**config.mk**
```make
export PLATFORM = sky130hd
export DESIGN_NAME = calc_sequencer
export DESIGN_NICKNAME = d
export VERILOG_FILES = /design/src/rtl/calc_sequencer.sv
export SDC_FILE = /design/constraint.sdc
export NUM_CORES = 1
export LEC_CHECK = 0
export CORE_UTILIZATION = 35
export DETAILED_ROUTE_END_ITERATION = 8
export HOLD_SLACK_MARGIN = 0.15
export MAX_ROUTING_LAYER = met4
export SYNTH_ARGS = -nofsm -noshare
export SYNTH_HDL_FRONTEND = slang
export SYNTH_SLANG_ARGS = --single-unit
```
**constraint.sdc**
```tcl
create_clock -name clk -period 2.2 [get_ports clk]
set_clock_uncertainty 0.1 [all_clocks]
set_input_delay 0.44 -clock clk [delete_from_list [all_inputs] [get_ports clk]]
set_output_delay 0.44 -clock clk [all_outputs]
set_load 0.1 [all_outputs]
```
**src/rtl/calc_sequencer.sv**
```systemverilog
// calc_sequencer -- sequences one arithmetic request through a complement
// stage and an ALU, then presents a response until the consumer takes it.
//
// Ports
//   clk, rst                  clock; synchronous active-high reset
//   req_valid/req_ready       request handshake, req_code = {a, b, op}
//   cmp_sel, cmp_wr_enable    complement stage select / one-cycle load strobe
//   cmp_code                  captured request word for the complement stage
//   cmp_finish                complement stage finished (awaited in CMP_WAIT)
//   alu_start                 one-cycle ALU start pulse
//   alu_done, alu_result      ALU completion and result (awaited in ALU_RUN)
//   res_valid/res_ready       response handshake, res_data / res_err payload
//   busy                      FSM not idle
//   err_cnt                   saturating count of accepted error responses
module calc_sequencer #(
  parameter int unsigned TIMEOUT = 16
) (
  input  logic        clk,
  input  logic        rst,
  input  logic        req_valid,
  input  logic [11:0] req_code,
  output logic        req_ready,
  output logic        cmp_sel,
  output logic        cmp_wr_enable,
  output logic [11:0] cmp_code,
  input  logic        cmp_finish,
  output logic        alu_start,
  input  logic        alu_done,
  input  logic [7:0]  alu_result,
  output logic        res_valid,
  input  logic        res_ready,
  output logic [7:0]  res_data,
  output logic        res_err,
  output logic        busy,
  output logic [7:0]  err_cnt
);

  localparam int unsigned CW = (TIMEOUT > 1) ? $clog2(TIMEOUT) : 1;

  typedef enum logic [2:0] {
    IDLE     = 3'd0,
    LOAD     = 3'd1,
    CMP_WAIT = 3'd2,
    ALU_RUN  = 3'd3,
    RESP     = 3'd4
  } state_e;

  state_e        state_q, state_d;
  logic [11:0]   word_q, word_d;
  logic          loaded_q, loaded_d;
  logic [CW-1:0] wait_q, wait_d;
  logic [7:0]    res_data_q, res_data_d;
  logic          res_err_q, res_err_d;
  logic [7:0]    err_cnt_q, err_cnt_d;

  logic [3:0] req_op;
  logic [3:0] req_b;
  logic       req_legal;
  logic       timed_out;

  assign req_op    = req_code[3:0];
  assign req_b     = req_code[7:4];
  // Division by zero is rejected up front, like an unknown opcode.
  assign req_legal = (req_op >= 4'h1) && (req_op <= 4'h4) &&
                     !((req_op == 4'h4) && (req_b == 4'h0));
  assign timed_out = (wait_q == CW'(TIMEOUT - 1));

  always_comb begin
    state_d    = state_q;
    word_d     = word_q;
    loaded_d   = loaded_q;
    wait_d     = wait_q;
    res_data_d = res_data_q;
    res_err_d  = res_err_q;
    err_cnt_d  = err_cnt_q;
    case (state_q)
      IDLE: begin
        if (req_valid) begin
          word_d = req_code;
          if (req_legal) begin
            state_d  = LOAD;
            loaded_d = 1'b1;
          end else begin
            state_d    = RESP;
            res_data_d = '0;
            res_err_d  = 1'b1;
          end
        end
      end
      LOAD: begin
        state_d = CMP_WAIT;
        wait_d  = '0;
      end
      CMP_WAIT: begin
        // Completion takes priority over a timeout in the same cycle.
        if (cmp_finish) begin
          state_d = ALU_RUN;
          wait_d  = '0;
        end else if (timed_out) begin
          state_d    = RESP;
          res_data_d = '1;
          res_err_d  = 1'b1;
        end else begin
          wait_d = wait_q + CW'(1);
        end
      end
      ALU_RUN: begin
        if (alu_done) begin
          state_d    = RESP;
          res_data_d = alu_result;
          res_err_d  = 1'b0;
        end else if (timed_out) begin
          state_d    = RESP;
          res_data_d = '1;
          res_err_d  = 1'b1;
        end else begin
          wait_d = wait_q + CW'(1);
        end
      end
      RESP: begin
        if (res_ready) begin
          state_d  = IDLE;
          loaded_d = 1'b0;
          if (res_err_q && (err_cnt_q != '1)) begin
            err_cnt_d = err_cnt_q + 8'd1;
          end
        end
      end
      default: state_d = IDLE;
    endcase
  end

  always_ff @(posedge clk) begin
    if (rst) begin
      state_q    <= IDLE;
      word_q     <= '0;
      loaded_q   <= 1'b0;
      wait_q     <= '0;
      res_data_q <= '0;
      res_err_q  <= 1'b0;
      err_cnt_q  <= '0;
    end else begin
      state_q    <= state_d;
      word_q     <= word_d;
      loaded_q   <= loaded_d;
      wait_q     <= wait_d;
      res_data_q <= res_data_d;
      res_err_q  <= res_err_d;
      err_cnt_q  <= err_cnt_d;
    end
  end

  assign req_ready     = (state_q == IDLE) && !rst;
  assign busy          = (state_q != IDLE);
  assign cmp_sel       = (state_q == LOAD) || (state_q == CMP_WAIT);
  assign cmp_wr_enable = (state_q == LOAD);
  // Only legal requests reach the complement stage; rejected words stay hidden.
  assign cmp_code      = loaded_q ? word_q : '0;
  // The wait counter is cleared on ALU_RUN entry, so zero marks its first cycle.
  assign alu_start     = (state_q == ALU_RUN) && (wait_q == '0);
  assign res_valid     = (state_q == RESP);
  assign res_data      = res_data_q;
  assign res_err       = res_err_q;
  assign err_cnt       = err_cnt_q;

endmodule
```
==> impl_metrics.ini <==
[global_route]
grt_pass1_wl_um = 7680
grt_overflow = 0
track_usage_pct = 18.4
grt_max_degree = 26
grt_pass1_vias = 1659
antenna_found_initial = 0

[timing]
setup_viol = 0
fmax_mhz = 497
timing.final.crit_share_pct = 91.4
whs_ns = 0.350
period_needed_ns = 2.01
setup_tns_ns = 0
rsz0062_at_grt = no
slew_viol_final = 0
hold_viol = 0
slew_headroom_pct = 67.9
tightest_slew_ns = 0.481

[power_and_ir_drop]
p_leak_nw = 1.13
cellPowerDensity_mw_per_mm2 = 591
irDropWorstVdd_v = 0.000347

[worst_setup_path]
critPathTopFamily = flip-flops
cp-start-kind = register
reg2regPathDepth = 6
crit_buf_inv = 2
regToRegEndpoint = wait_q[1]
rrSetupSlack_ns = 0.44
r2r-start = state_q[0]
critPathMaxFanout = 5
critPathSlowestCell = dfxtp_1
slowest_delay_ns = 0.44
path_cells = inv_1, nor4b_4, buf_12
cp-end-kind = primary output
cp.required_ns = 1.66
worstPathArrival_ns = 1.47
worstSetupPathType = register to primary output

[synthesis]
synthTopCellsByArea = dfxtp_1 39%, nand2_1 9.5%, a21oi_1 7.9%, a211oi_2 5.3%, and2_1 4.9%
yosysSeqAreaShare_pct = 39.0
synthMuxAreaShare_pct = 1.58
ys_ff_latch = 37
syn-cell-area_mm2 = 0.00190
syn_nets = 265
synthDominantCellAreaShare_pct = 39.0
synthSimpleGateAreaFrac_pct = 30.7
synth_top_cell_by_area = dfxtp_1
synthXorXnorAreaFrac_pct = 3.69
yosys_warnings = 0
synth.most_common_cell = nand2_1
synth_top_family_by_area = simple AND/OR/NAND/NOR gates
async_flop_share_pct = 0
avgSynthCellArea_um2 = 8.04
ys.flop_type = dfxtp_1
synthAdderAreaFrac_pct = 1.98
synth_commonest_cells = 48 x nand2_1, 37 x dfxtp_1, 30 x a21oi_1, 16 x nor2_1, 15 x and2_1
ys_types = 40
netlist_instances = 236
synth-edff-count = 0
synth-compound-area-share_pct = 18.5

[place]
place_congestion = 0.799
dpl.cell_count = 362
dp_hpwl_um = 3470
placed_area_mm2 = 0.00277
io_buffers = 60

[drt]
ant_nets = 0
wl_per_cell_um = 12.8
vias = 1800
via_per_inst = 4.85
wl_um = 4740
drt_pass1_iterations = 4
drc = 0
first_iter_violations = 55

[die]
die_width_um = 75.6
die_area_mm2 = 0.00572
core-area_mm2 = 0.00517
start_util_pct = 36.7
rows = 26
die_y_um = 75.6
io_pins = 61

[run]
cap_violations = 0

[finish]
antenna-diode-count = 0
final_core_util_pct = 56.0
finalNetCount = 329
layout-drive-gt1-share_pct = 24.6
area_delta_synth_final_pct = 52.7
finish.instance_area_mm2 = 0.00290
n_fill_cell = 469
stdcell_count = 371

[hold_path]
hold-path-cell-count = 2
holdCritPathClass = register to register
hold_path_end = word_q[9]
hold_start = word_q[9]

[run_status]
outcome = completed

[clock_network]
h-tree-depth = 2
numClockSinks = 37
tritoncts = yes
cts_root_buf = clkbuf_8
clk_latency_ns = 0.29
clockBufferDepth = 2
path_clk_slew_ns = 0.07
cts_made_buffers = 5
-- final cells by class --
cell class	count	area (µm²)	share of cell area (%)
repair buffers	70	813	28.1
well taps	70	87.6	3.02
flip-flops and latches	37	744	25.7
clock buffers	6	82.6	2.85
clock inverters	2	37.5	1.30
multi-input cells	179	1110	38.2
inverters	7	26.3	0.907
-- worst max-delay path by stage --
stage / start / to / slack [ns] / cells after the start
after floorplan: state_q[0] / alu_start / -0.15 / 3
after global placement: req_code[2] / res_data[3] / -0.04 / 7
after detailed placement: req_code[2] / res_data[5] / -0.09 / 7
after CTS: state_q[1] / req_ready / 0.04 / 4
after global routing: state_q[0] / alu_start / 0.09 / 3
final: state_q[0] / alu_start / 0.19 / 3
-- tightest hold or removal path, delay by kind of cell, from the launching register on --
family | cells | cell delay (ns)
DFF | 1 | 0.31
and+or+nand+nor | 1 | 0.05
AOI/OAI and AO/OA | 1 | 0.05
-- metrics by stage --
stage | total power, mW | worst slack [ns]
6_report | 1.71 | 0.189
4_1_cts | 1.73 | 0.0429
3_5_place_dp | 1.11 | -0.0938
2_1_floorplan | 0.969 | -0.146
5_1_grt | 1.79 | 0.0893
3_3_place_gp | 1.11 | -0.0432
-- per-layer routing --
| layer | track usage, % | up-vias | wire length (µm) |
|---|---|---|---|
| met3 | 4.37 | 7 | 207 |
| met1 | 24.8 | 817 | 2340 |
| li1 | - | 933 | - |
| met4 | 4.94 | 0 | 52 |
| met5 | - | - | 0 |
| met2 | 27.6 | 43 | 2150 |
-- cells in the final DEF, fill, tap and decap left out, drive strengths merged, types with 3 or more instances in the layout --
cell type,synthesis,routed
a211oi,8,8
a21oi,30,30
and2,16,16
buf,6,45
clkbuf,7,6
clkdlybuf4s50,0,25
dfxtp,37,37
ha,3,3
inv,7,7
mux2i,3,3
nand2,48,48
nand3,4,4
nor2,16,16
nor2b,3,3
nor3,15,15
o21ai,4,4
or3,3,3
xnor2,7,7
-- cell families (layout without fill, tap and decap cells) --
| group | count (synthesis) | count (layout) |
|---|---|---|
| buffers and inverters | 20 | 85 |
| XOR/XNOR | 8 | 8 |
| AO/OA/AOI/OAI | 48 | 48 |
| AND/OR/NAND/NOR | 117 | 117 |
| multiplexers | 3 | 3 |
| flip-flops | 37 | 37 |
| adder cells (fa/ha/maj) | 3 | 3 |
-- where the power goes --
part	switching (mW)	internal (mW)	leakage, nW
Combinational	0.232	0.151	0.774
Sequential	0.0218	0.694	0.302
Clock	0.245	0.369	0.0574
-- flip-flops by register name, indices dropped and copies added (netlist names) --
name / flops
err_cnt: 8
res_data: 8
wait_q: 4
word_q: 12
state_q: 3
loaded_q: 1
res_err: 1
-- repair_timing --
action                                  4_1_cts  5_1_grt
endpoints found under the setup margin        1        2
hold endpoints to repair                      0        0
gates resized for setup                       0        1
hold buffers                                  0        0
setup buffers                                 0        1
pin swaps                                     1        1
(Power assumes the default switching activity.)
